`src/rtl/seg7_pkg.sv`:
```
// seg7_pkg: shared definitions for the 4-digit 7-segment scanner.
//   - SEG_0..SEG_9, SEG_DASH, SEG_OFF : active-low glyphs, bit 6 = g .. bit 0 = a
//   - digit_idx_t                     : 2-bit digit/anode index
//   - scan_phase_t                    : per-slot phase (BLANK, DRIVE)
package seg7_pkg;

  localparam logic [6:0] SEG_0    = 7'b1000000;
  localparam logic [6:0] SEG_1    = 7'b1111001;
  localparam logic [6:0] SEG_2    = 7'b0100100;
  localparam logic [6:0] SEG_3    = 7'b0110000;
  localparam logic [6:0] SEG_4    = 7'b0011001;
  localparam logic [6:0] SEG_5    = 7'b0010010;
  localparam logic [6:0] SEG_6    = 7'b0000010;
  localparam logic [6:0] SEG_7    = 7'b1111000;
  localparam logic [6:0] SEG_8    = 7'b0000000;
  localparam logic [6:0] SEG_9    = 7'b0010000;
  localparam logic [6:0] SEG_DASH = 7'b0111111;
  localparam logic [6:0] SEG_OFF  = 7'h7F;

  typedef logic [1:0] digit_idx_t;

  typedef enum logic {
    BLANK,
    DRIVE
  } scan_phase_t;

endpackage

```
`src/rtl/seg7_scan_decode.sv`:
```
// seg7_decode: combinational BCD to active-low 7-segment glyph.
//   bcd   in  4  digit value; 0-9 map to numerals, 10-15 map to '-'
//   glyph out 7  active-low segments, bit 6 = g .. bit 0 = a
module seg7_decode
  import seg7_pkg::*;
(
  input  logic [3:0] bcd,
  output logic [6:0] glyph
);

  always_comb begin
    glyph = SEG_DASH;
    case (bcd)
      4'd0:    glyph = SEG_0;
      4'd1:    glyph = SEG_1;
      4'd2:    glyph = SEG_2;
      4'd3:    glyph = SEG_3;
      4'd4:    glyph = SEG_4;
      4'd5:    glyph = SEG_5;
      4'd6:    glyph = SEG_6;
      4'd7:    glyph = SEG_7;
      4'd8:    glyph = SEG_8;
      4'd9:    glyph = SEG_9;
      default: glyph = SEG_DASH;
    endcase
  end

endmodule

```
`src/rtl/seg7_scan.sv`:
```
// seg7_scan: time-multiplexes four BCD digits onto a common-anode 4-digit
// 7-segment display, with per-digit decimal points, optional leading-zero
// suppression and an all-anodes-off window at the start of every slot to
// suppress ghosting.
//
// Optional feature macro: SEG7_BLINK_EN (whole-display blinking).
//
// Ports:
//   clk      in   1   system clock
//   rst_n    in   1   asynchronous active-low reset
//   digits   in  16   BCD digits, [15:12] = d3 (MSD) .. [3:0] = d0 (LSD)
//   dp_mask  in   4   1 = light decimal point of digit i
//   blank_lz in   1   1 = suppress leading zeros
//   blink    in   1   1 = flash whole display (only with SEG7_BLINK_EN)
//   seg      out  7   active-low segments, seg[6] = g .. seg[0] = a
//   dp       out  1   active-low decimal point
//   an       out  4   active-low anodes, an[i] selects digit i
module seg7_scan
  import seg7_pkg::*;
#(
  parameter int SCAN_DIV  = 100000,
  parameter int BLANK_CYC = 1000,
  parameter int BLINK_DIV = 250
) (
  input  logic        clk,
  input  logic        rst_n,
  input  logic [15:0] digits,
  input  logic [3:0]  dp_mask,
  input  logic        blank_lz,
  input  logic        blink,
  output logic [6:0]  seg,
  output logic        dp,
  output logic [3:0]  an
);

  localparam int          CW          = $clog2(SCAN_DIV);
  localparam logic [CW-1:0] CNT_LAST  = CW'(SCAN_DIV - 1);
  // With no blanking window a slot starts directly in DRIVE.
  localparam scan_phase_t SLOT_PHASE0 = (BLANK_CYC > 0) ? BLANK : DRIVE;

  logic [CW-1:0] cnt_reg;
  digit_idx_t    idx_reg;
  scan_phase_t   state_reg;

  logic          slot_end;
  logic          blank_end;
  logic [3:0]    digit_arr [4];
  logic [3:1]    is_zero;
  logic [3:0]    lz_blank;
  logic [3:0]    digit_sel;
  logic [6:0]    glyph;
  logic          blink_hide;
  logic          force_blank;

  assign slot_end  = (cnt_reg == CNT_LAST);
  assign blank_end = (32'(cnt_reg) == 32'(BLANK_CYC - 1));

  // Digit i is suppressed when it and every more-significant digit are zero.
  // d0 is never suppressed so a zero value still shows "0".
  genvar gi;
  generate
    for (gi = 0; gi < 4; gi++) begin : g_digit
      assign digit_arr[gi] = digits[4*gi +: 4];
    end
    for (gi = 1; gi < 4; gi++) begin : g_lz
      assign is_zero[gi]  = (digit_arr[gi] == 4'd0);
      assign lz_blank[gi] = blank_lz & (&is_zero[3:gi]);
    end
  endgenerate
  assign lz_blank[0] = 1'b0;

  assign digit_sel = digit_arr[idx_reg];

  seg7_decode u_decode (
    .bcd   (digit_sel),
    .glyph (glyph)
  );

`ifdef SEG7_BLINK_EN
  localparam int BW = (BLINK_DIV > 1) ? $clog2(BLINK_DIV) : 1;

  logic [BW-1:0] blink_cnt_reg;
  logic          blink_hidden_reg;

  // Free-running slot counter; the phase toggles every BLINK_DIV slots
  // whether or not blink is asserted, so enabling blink mid-run stays in step.
  always_ff @(posedge clk or negedge rst_n) begin
    if (!rst_n) begin
      blink_cnt_reg    <= '0;
      blink_hidden_reg <= 1'b0;
    end else if (slot_end) begin
      if (blink_cnt_reg == BW'(BLINK_DIV - 1)) begin
        blink_cnt_reg    <= '0;
        blink_hidden_reg <= ~blink_hidden_reg;
      end else begin
        blink_cnt_reg <= blink_cnt_reg + BW'(1);
      end
    end
  end

  assign blink_hide = blink & blink_hidden_reg;
`else
  logic unused_blink;
  assign unused_blink = blink ^ BLINK_DIV[0];
  assign blink_hide   = 1'b0;
`endif

  assign force_blank = lz_blank[idx_reg] | blink_hide;

  // state_reg tracks the phase of the current cnt_reg value; the outputs are
  // registered from it, giving one cycle of latency from cnt/idx/inputs.
  always_ff @(posedge clk or negedge rst_n) begin
    if (!rst_n) begin
      cnt_reg   <= '0;
      idx_reg   <= '0;
      state_reg <= SLOT_PHASE0;
      an        <= 4'hF;
      seg       <= SEG_OFF;
      dp        <= 1'b1;
    end else begin
      if (slot_end) begin
        cnt_reg   <= '0;
        idx_reg   <= idx_reg + 2'd1;
        state_reg <= SLOT_PHASE0;
      end else begin
        cnt_reg <= cnt_reg + CW'(1);
        if (blank_end) begin
          state_reg <= DRIVE;
        end
      end

      case (state_reg)
        DRIVE: begin
          if (force_blank) begin
            an  <= 4'hF;
            seg <= SEG_OFF;
            dp  <= 1'b1;
          end else begin
            an  <= ~(4'b0001 << idx_reg);
            seg <= glyph;
            dp  <= ~dp_mask[idx_reg];
          end
        end
        default: begin
          an  <= 4'hF;
          seg <= SEG_OFF;
          dp  <= 1'b1;
        end
      endcase
    end
  end

endmodule

```
`config.mk`:
```
export PLATFORM = sky130hd
export DESIGN_NAME = seg7_scan
export DESIGN_NICKNAME = d
export VERILOG_FILES = /design/src/rtl/seg7_pkg.sv /design/src/rtl/seg7_scan_decode.sv /design/src/rtl/seg7_scan.sv
export SDC_FILE = /design/constraint.sdc
export NUM_CORES = 1
export LEC_CHECK = 0
export CAP_MARGIN = 15
export CORE_UTILIZATION = 30
export DETAILED_ROUTE_END_ITERATION = 8
export MAX_ROUTING_LAYER = met4
export PLACE_DENSITY = 0.5
export SYNTH_ARGS = -nofsm -noshare
export SYNTH_HDL_FRONTEND = slang
export SYNTH_SLANG_ARGS = --single-unit
```
`constraint.sdc`:
```
create_clock -name clk -period 2 [get_ports clk]
set_input_delay 0.2 -clock clk [delete_from_list [all_inputs] [get_ports clk]]
set_output_delay 0.2 -clock clk [all_outputs]
set_load 0.03 [all_outputs]
```
# Word-level counts from Yosys, hierarchy flattened
# Memories as Yosys holds them, arrays and structs flattened.
# Cells that the tools add are included.
# totals
romBits	112
input_bits	24
memories	1
output_inout_bits	12
elab_cells	42
ff_bits	32
# memory_table
memory	depth	width	rd	rd_clocked_by_memory_dff	write_ports	line_no	source
(no name shown)	16	7	1	0	0	seg7_scan_decode.sv:13	case (bcd)
# classes
n_eq_ne	2
mux	16
order_cmp	2
n_reduce_logical	6
n_shift	1
addsub	2
n_bitwise	6
# ops
op	count
$add 17x1->17 const B	1
$eq 17x10->1 const B	1
$eq 17x17->1 const B	1
$mux 17	1
$mux 4	4
$mux 7	2
$logic_not 4->1	3
$bmux 4 s2	1
$mux 1	6
$bmux 1 s2	2
$not 4->4	1
$shl 1x2->4 const A	1
$and 1x1->1	3
$ge 3x3->1 const B	1
$lt 2x3->1 const B	1
$not 2->3	1
$reduce_and 3->1	1
$add 2x1->2 const B	1
$reduce_and 2->1	1
$reduce_bool 2->1	1
$not 1->1	1

# Longest topological paths before layout
# Gate-level depths: netlist of run 1.
# depth
ltp_word	7
mapped_depth	8
mapped_depth_nobuf	7

# Hierarchy
# From an unflattened synthesis of run 1, not the netlist that was laid out.
# unflattened
cells_unflattened	161
area_unflattened_um2	1796.7
# modules_own_cells
module	cells_each	area_each_um2	seq_area_each_um2	n_inst
seg7_scan	130	1556.5	815.8	1
seg7_decode	31	240.2	0.0	1

# Worst setup path before layout of run 1
# No wires, ideal clock.
# synth_path
path_kind	register to register
startpoint	register idx_reg[1]
endpoint	register seg[4]
path_buffers	1
slack_ps	21
arrival_ps	1883
path_stages_with_launch	9
setup_time_ps	97
required_time_ps	1903
period_less_slack_ps	1979
cell_sequence	dfrtp_1 buf_6 mux4_1 inv_1 ha_1 inv_1 mux2_2 o22ai_1 nand3_1
# synth_via
elab_chain_cells	7
elab_cells_between_ends	9
classes_between	mux: 7; bitwise: 1; memory: 1
# synth_rtl
item	line_no	source
start: declaration	seg7_scan.sv:42	digit_idx_t idx_reg;
start signal: assignment	seg7_scan.sv:123	idx_reg <= idx_reg + 2'd1;
$not 2->3 (not written as such)	seg7_scan.sv:72	assign digit_sel = digit_arr[idx_reg];
$bmux 4 s2	seg7_scan.sv:72	
$mux 4 (not written as such) (2 in series)	seg7_scan.sv:72	
$mem_v2 16x7	--	
$mux 7 (*)	seg7_scan.sv:134	if (force_blank) begin
$mux 7 (*)	seg7_scan.sv:132	case (state_reg)
end signal: assignment	seg7_scan.sv:140	seg <= glyph;
end: declaration	seg7_scan.sv:31	output logic [6:0] seg,
# Every way passes the cells marked *; elsewhere a longest branch is shown, timed or not. The select of a mux whose other input is x is not followed.
# A chain may end at the register's enable or synchronous reset.

# Worst setup path after layout of run 1
# layout_path
startpoint	register cnt_reg[13]
endpoint	register idx_reg[1]
# layout_via
elab_chain_cells	1
# layout_rtl
item	line_no	source
start: declaration	seg7_scan.sv:41	logic [CW-1:0] cnt_reg;
start signal: assignment	seg7_scan.sv:126	cnt_reg <= cnt_reg + CW'(1);
$eq 17x17->1	seg7_scan.sv:55	assign slot_end = (cnt_reg == CNT_LAST);
# No other way between the ends.

==> out/metrics.cfg, run 1 <==
[critical_path]
r2r_slack_ns=0.08
worstSetupPathType=flip-flop to flip-flop
crit_arrival_ns=2.08
critPathCapture=idx_reg[1]$_DFFE_PN0N_
start_kind=flip-flop
end_kind=flip-flop
crit_path_start=cnt_reg[13]$_DFF_PN0_
rr_startpoint=cnt_reg[13]$_DFF_PN0_
cp.required_ns=2.16
reg2reg_depth=5
regToRegEndpoint=idx_reg[1]$_DFFE_PN0N_
cp_max_fo=4

[drt]
dr.pass1.iters=4
drtIter0Drc=46
vias=1367
vias_per_cell=4.85
finalWirelength_um=3750
detail-route-antenna-nets=0
wl_per_cell_um=13.3
drc=0

[cells_and_area]
fin_nets=243
final_cell_mix=34 x clkdlybuf4s50_1, 20 x dfrtp_1, 14 x nor2_1, 14 x nand3_1, 14 x buf_4
drive_gt1_frac=0.190
largest_reg_flops=17
finish.utilization=0.428
final_common_cell=clkdlybuf4s50_1
syn_to_final_growth_pct=36.1
diodes=0

[timing]
layout_setup_ws_ns=0.0827
tightest_slew_ns=0.407
slew_viol_final=0
period_minus_slack_ns=1.92
slew_headroom=0.729
min_period_over_period=0.959
hold_viol=0
finalSetupViolations=0
rsz0062_at_grt=false
fin_skew_ns=0.00531
fin_setup_tns_ns=0
hold_ws_ns=0.307
fmax_ghz=0.522

[clock_tree]
cts-buffers-inserted=5
cts_htree_levels=2
path_clk_slew_ns=0.07
insertion_delay_ns=0.28
clock_path_buffers=2
cts.sink_count=32
cts_root_buf=clkbuf_8
cts_tree=built
post_cts_buffers=0

[die]
die_h_um=78.4
coreArea_um2=5570
die_w_um=78.4
fp-row-count=27
die-area_um2=6150
start_util=0.314
pin_count=36

[synthesis]
synth_fa_ha_area_frac=0.0714
syn_area_per_cell_um2=10.9
synth-xor-area-share=0.0700
synth_enable_flop_cells=0
async_reset_ff_frac=1.00
synth_mux_area_frac=0.0914
synth_compound_area_frac=0.0578
synth_top_family_by_area=simple AND/OR/NAND/NOR gates
synth_simple_gate_area_share=0.198
syn_nets=195
yosysSeqAreaShare=0.465
synthFlopType=dfrtp_1
synthCells=161
yosys_warnings=0
mappedNetlistArea_um2=1750
synth_cell_types=36
synth_seq_cells=32

[power]
clkPwrFrac=0.471
p_leak_uw=0.000983
combPwrFrac=0.077
switching_share=0.197
p_sw_uw=283
seqPwrFrac=0.451
pwr_density_cell_nw_per_um2=602
ir_drop_mv=0.346
totalPowerFinal_uw=1440
p_int_uw=1150

[placed_design]
place_congestion=0.854
pre_cts_slack_ns=-0.0470
hpwl_um=2910
numPortBuffers=34

[global_routing]
grt_pass1_wl_um=6340
antenna_found_initial=0
grt.total_usage=0.140
grt_pass1_vias=1352
grt_max_degree=33
grt_overflow=0

[job]
maxCapViolCount=0

[min_path]
hold_path_class=primary input to asynchronous set/reset pin

[outcome]
status=finished clean

how the worst min path moves through the flow:
stage | startpoint | end | cells after the start | slack [ns]
3_5_place_dp | cnt_reg[0]$_DFF_PN0_ | cnt_reg[0]$_DFF_PN0_ | 1 | 0.48
5_1_grt | rst_n | cnt_reg[12]$_DFF_PN0_ | 2 | 0.34
3_3_place_gp | cnt_reg[0]$_DFF_PN0_ | cnt_reg[0]$_DFF_PN0_ | 1 | 0.47
4_1_cts | rst_n | cnt_reg[10]$_DFF_PN0_ | 2 | 0.32
2_1_floorplan | rst_n | cnt_reg[0]$_DFF_PN0_ | 0 | -0.1
6_report | rst_n | cnt_reg[13]$_DFF_PN0_ | 2 | 0.31
per-layer routing:
layer	vias up	share of wire	routed length, µm	global-route usage
met3	8	0.044	165	0.0384
met1	660	0.44	1660	0.165
li1	669	-	-	-
met4	0	0.023	85	0.0593
met5	-	0	0	-
met2	30	0.49	1830	0.225
per-stage QoR:
stage | cells | area (µm²)
finish | 282 | 2390
global route | 282 | 2390
CTS | 282 | 2380
detailed placement | 274 | 2240
global placement | 274 | 2240
floorplan | 161 | 1750
power groups by stage:
stage	combinational [µW]	clock (µW)	sequential, µW
CTS	113	691	648
finish	111	677	648
global route	123	726	648
detailed placement	113	0	660
floorplan	41.0	0	660
global placement	111	0	660
area by class of cell:
| cell class | count | area (µm²) |
|---|---|---|
| clock inverter | 1 | 30.0 |
| timing repair buffer | 48 | 445 |
| multi-input combinational | 112 | 871 |
| sequential | 32 | 816 |
| fill | 525 | 3190 |
| clock buffer | 7 | 96.3 |
| tap | 72 | 90.1 |
| inverter | 10 | 37.5 |
repair_timing:
action | in CTS | in global routing
endpoints found under the setup margin | 1 | 1
hold buffers | 0 | 0
resized for setup | 1 | 1
hold endpoints to repair | 0 | 0
cell usage after synthesis (all sizes together) (2+ instances only):
cell type,number,share of area
a21oi,4,0.011
dfrtp,20,0.29
nand4,7,0.025
inv,10,0.021
o22ai,3,0.011
nor2,14,0.030
nand2b,3,0.011
nand2,8,0.017
dfstp,12,0.18
nor4,3,0.011
xnor2,10,0.050
mux4,5,0.073
and4,2,0.010
nor3,3,0.0086
nand3,14,0.040
mux2,2,0.013
clkbuf,3,0.0064
xor2,4,0.020
buf,4,0.019
and2,3,0.012
or4,3,0.013
ha,10,0.071
o211ai,2,0.0086
o21ai,3,0.0086
cell families after synthesis:
| kind of cell | after synthesis |
|---|---|
| compound gates | 15 |
| buf+inv | 17 |
| xor+xnor | 14 |
| simple gates | 65 |
| mux | 8 |
| flops | 32 |
| fa+ha+maj | 10 |
critical path, cell delays in order (launching register included):
cell and delay [ns]:
dfrtp_1 0.42, nor4_1 0.36, nand2_1 0.18, nor4_4 0.35
buf_4 0.17, mux2_2 0.32
Note: power is estimated with default switching activity, not from simulation.
==> run 2: changes to the inputs <==
--- a/config.mk
+++ b/config.mk
@@ -7,6 +7,7 @@
 export LEC_CHECK = 0
 export CAP_MARGIN = 15
 export CORE_UTILIZATION = 30
+export CTS_BUF_LIST = sky130_fd_sc_hd__clkbuf_8
 export DETAILED_ROUTE_END_ITERATION = 8
 export MAX_ROUTING_LAYER = met4
 export PLACE_DENSITY = 0.5
==> results of run 2 <==
Final layout, timing and power as in run 1 (identical DEF).
==> run 3: changes to the inputs <==
--- a/config.mk
+++ b/config.mk
@@ -6,6 +6,7 @@
 export NUM_CORES = 1
 export LEC_CHECK = 0
 export CAP_MARGIN = 15
+export CORE_ASPECT_RATIO = 1.5
 export CORE_UTILIZATION = 30
 export CTS_BUF_LIST = sky130_fd_sc_hd__clkbuf_8
 export DETAILED_ROUTE_END_ITERATION = 8
==> out/metrics.cfg, run 3 (synthesis results as in run 1) <==
[timing]
fmax_ghz=0.526  ; was 0.522 GHz
period_minus_slack_ns=1.90  ; was 1.92 ns
finalSetupViolations=0  ; unchanged
fin_skew_ns=0.0109  ; was 0.00531 ns
rsz0062_at_grt=true  ; was false
min_period_over_period=0.951  ; was 0.959
slew_viol_final=0  ; unchanged
tightest_slew_ns=0.402  ; was 0.407 ns
layout_setup_ws_ns=0.0981  ; was 0.0827 ns
slew_headroom=0.732  ; was 0.729
hold_ws_ns=0.303  ; was 0.307 ns
hold_viol=0  ; unchanged

[clock_tree]
cts-buffers-inserted=5  ; unchanged
clock_path_buffers=2  ; unchanged
path_clk_slew_ns=0.08  ; was 0.07 ns
cts.sink_count=32  ; unchanged
insertion_delay_ns=0.29  ; was 0.28 ns
cts_tree=built  ; unchanged
cts_htree_levels=2  ; unchanged
hold_buffers=0  ; unchanged
cts_resized=0  ; was 1
post_cts_buffers=0  ; unchanged
cts_root_buf=clkbuf_8  ; unchanged

[drt]
drc=0  ; unchanged
wl_per_cell_um=13.9  ; was 13.3 µm
detail-route-antenna-nets=0  ; unchanged
drtIter0Drc=33  ; was 46
dr.pass1.iters=4  ; unchanged
finalWirelength_um=3890  ; was 3750 µm
vias_per_cell=4.95  ; was 4.85
vias=1387  ; was 1367

[power]
totalPowerFinal_uw=1390  ; was 1440 µW
ir_drop_mv=0.246  ; was 0.346 mV
p_leak_uw=0.000954  ; was 0.000983 µW
pwr_density_cell_nw_per_um2=588  ; was 602 nW/µm²

[die]
coreArea_um2=5530  ; was 5570 µm²
die-area_um2=6160  ; was 6150 µm²
die_w_um=64.4  ; was 78.4 µm
start_util=0.317  ; was 0.314
pin_count=36  ; unchanged
die_h_um=95.6  ; was 78.4 µm
fp-row-count=33  ; was 27

[job]
maxCapViolCount=0  ; unchanged

[cells_and_area]
fin_nets=243  ; unchanged
final_cells=280  ; was 282
largest_reg_flops=17  ; unchanged
diodes=0  ; unchanged
final_common_cell=clkdlybuf4s50_1  ; unchanged
fin_area_um2=2360  ; was 2390 µm²
final_cell_mix=34 x clkdlybuf4s50_1, 19 x dfrtp_1, 14 x nor2_1, 14 x nand3_1, 14 x buf_4  ; was 34 x clkdlybuf4s50_1, 20 x dfrtp_1, 14 x nor2_1, 14 x nand3_1, 14 x buf_4
syn_to_final_growth_pct=34.9  ; was 36.1%
drive_gt1_frac=0.195  ; was 0.190

[placed_design]
pre_cts_slack_ns=-0.0620  ; was -0.0470 ns
place_congestion=0.803  ; was 0.854
place_inst=272  ; was 274
dpl-instance-area_um2=2240  ; about the same
numPortBuffers=34  ; unchanged
hpwl_um=3030  ; was 2910 µm

[critical_path]
r2r_slack_ns=0.1  ; was 0.08 ns
regToRegEndpoint=seg[4]$_DFF_PN1_  ; was idx_reg[1]$_DFFE_PN0N_
end_kind=flip-flop  ; unchanged
crit_arrival_ns=2.09  ; was 2.08 ns
cp_max_fo=4  ; unchanged
worstSetupPathType=flip-flop to flip-flop  ; unchanged
cp.required_ns=2.19  ; was 2.16 ns
start_kind=flip-flop  ; unchanged
reg2reg_depth=7  ; was 5
rr_startpoint=idx_reg[1]$_DFFE_PN0N_  ; was cnt_reg[13]$_DFF_PN0_

[global_routing]
grt_pass1_wl_um=6270  ; was 6340 µm
grt.total_usage=0.141  ; was 0.140
grt_overflow=0  ; unchanged
grt_max_degree=33  ; unchanged
antenna_found_initial=0  ; unchanged
grt_pass1_vias=1362  ; was 1352

[min_path]
hold_path_class=primary input to asynchronous set/reset pin  ; unchanged

[outcome]
status=finished clean  ; unchanged

-- run 3: final cells by class --
class	count	area (µm²)
fillers	558	3170
clock inverters	3	46.3
clock buffers	5	68.8
inverters	10	37.5
flip-flops and latches	32	817
multi-input cells	112	862
repair buffers	48	445
well taps	70	87.6
-- run 3: per-stage QoR --
| step | utilization | TNS [ns] |
|---|---|---|
| 2_1_floorplan | - | 0 |
| 3_3_place_gp | 0.405 | -0.0212 |
| 3_5_place_dp | 0.405 | -0.0620 |
| 4_1_cts | 0.426 | 0 |
| 5_1_grt | 0.427 | -0.0142 |
| 6_report | 0.427 | 0 |
-- run 3: critical path: stages (launching register included) --
cell     delay, ns
dfrtp_2       0.41
mux4_1        0.58
inv_1         0.10
ha_1          0.17
inv_1         0.05
mux2_2        0.25
o22ai_1       0.13
nand3_1       0.10
-- run 3: metal layers --
metal  vias to the layer above  track usage  wire, µm
met2                        40        0.260      2120
met5                         -            -         0
met3                         7       0.0251       144
met1                       671        0.142      1550
met4                         0       0.0667        75
li1                        669            -         -
-- run 3: how the worst max path moves through the flow --
stage          cells after the start  slack (ns)               end                    from
6_report                           7         0.1  seg[4]$_DFF_PN1_  idx_reg[1]$_DFFE_PN0N_
5_1_grt                            7       -0.01  seg[4]$_DFF_PN1_  idx_reg[1]$_DFFE_PN0N_
4_1_cts                            7        0.03  seg[4]$_DFF_PN1_  idx_reg[1]$_DFFE_PN0N_
3_5_place_dp                       8       -0.06  seg[4]$_DFF_PN1_               digits[5]
3_3_place_gp                       8       -0.02  seg[4]$_DFF_PN1_               digits[9]
2_1_floorplan                      8        0.02  seg[4]$_DFF_PN1_  idx_reg[1]$_DFFE_PN0N_
-- run 3: report_power, final --
part           switching (µW)  leakage, µW  internal, µW
clock                     255    0.0000548           375
combinational            44.8     0.000510          68.2
sequential                  0     0.000390           648
total                     300     0.000954          1090
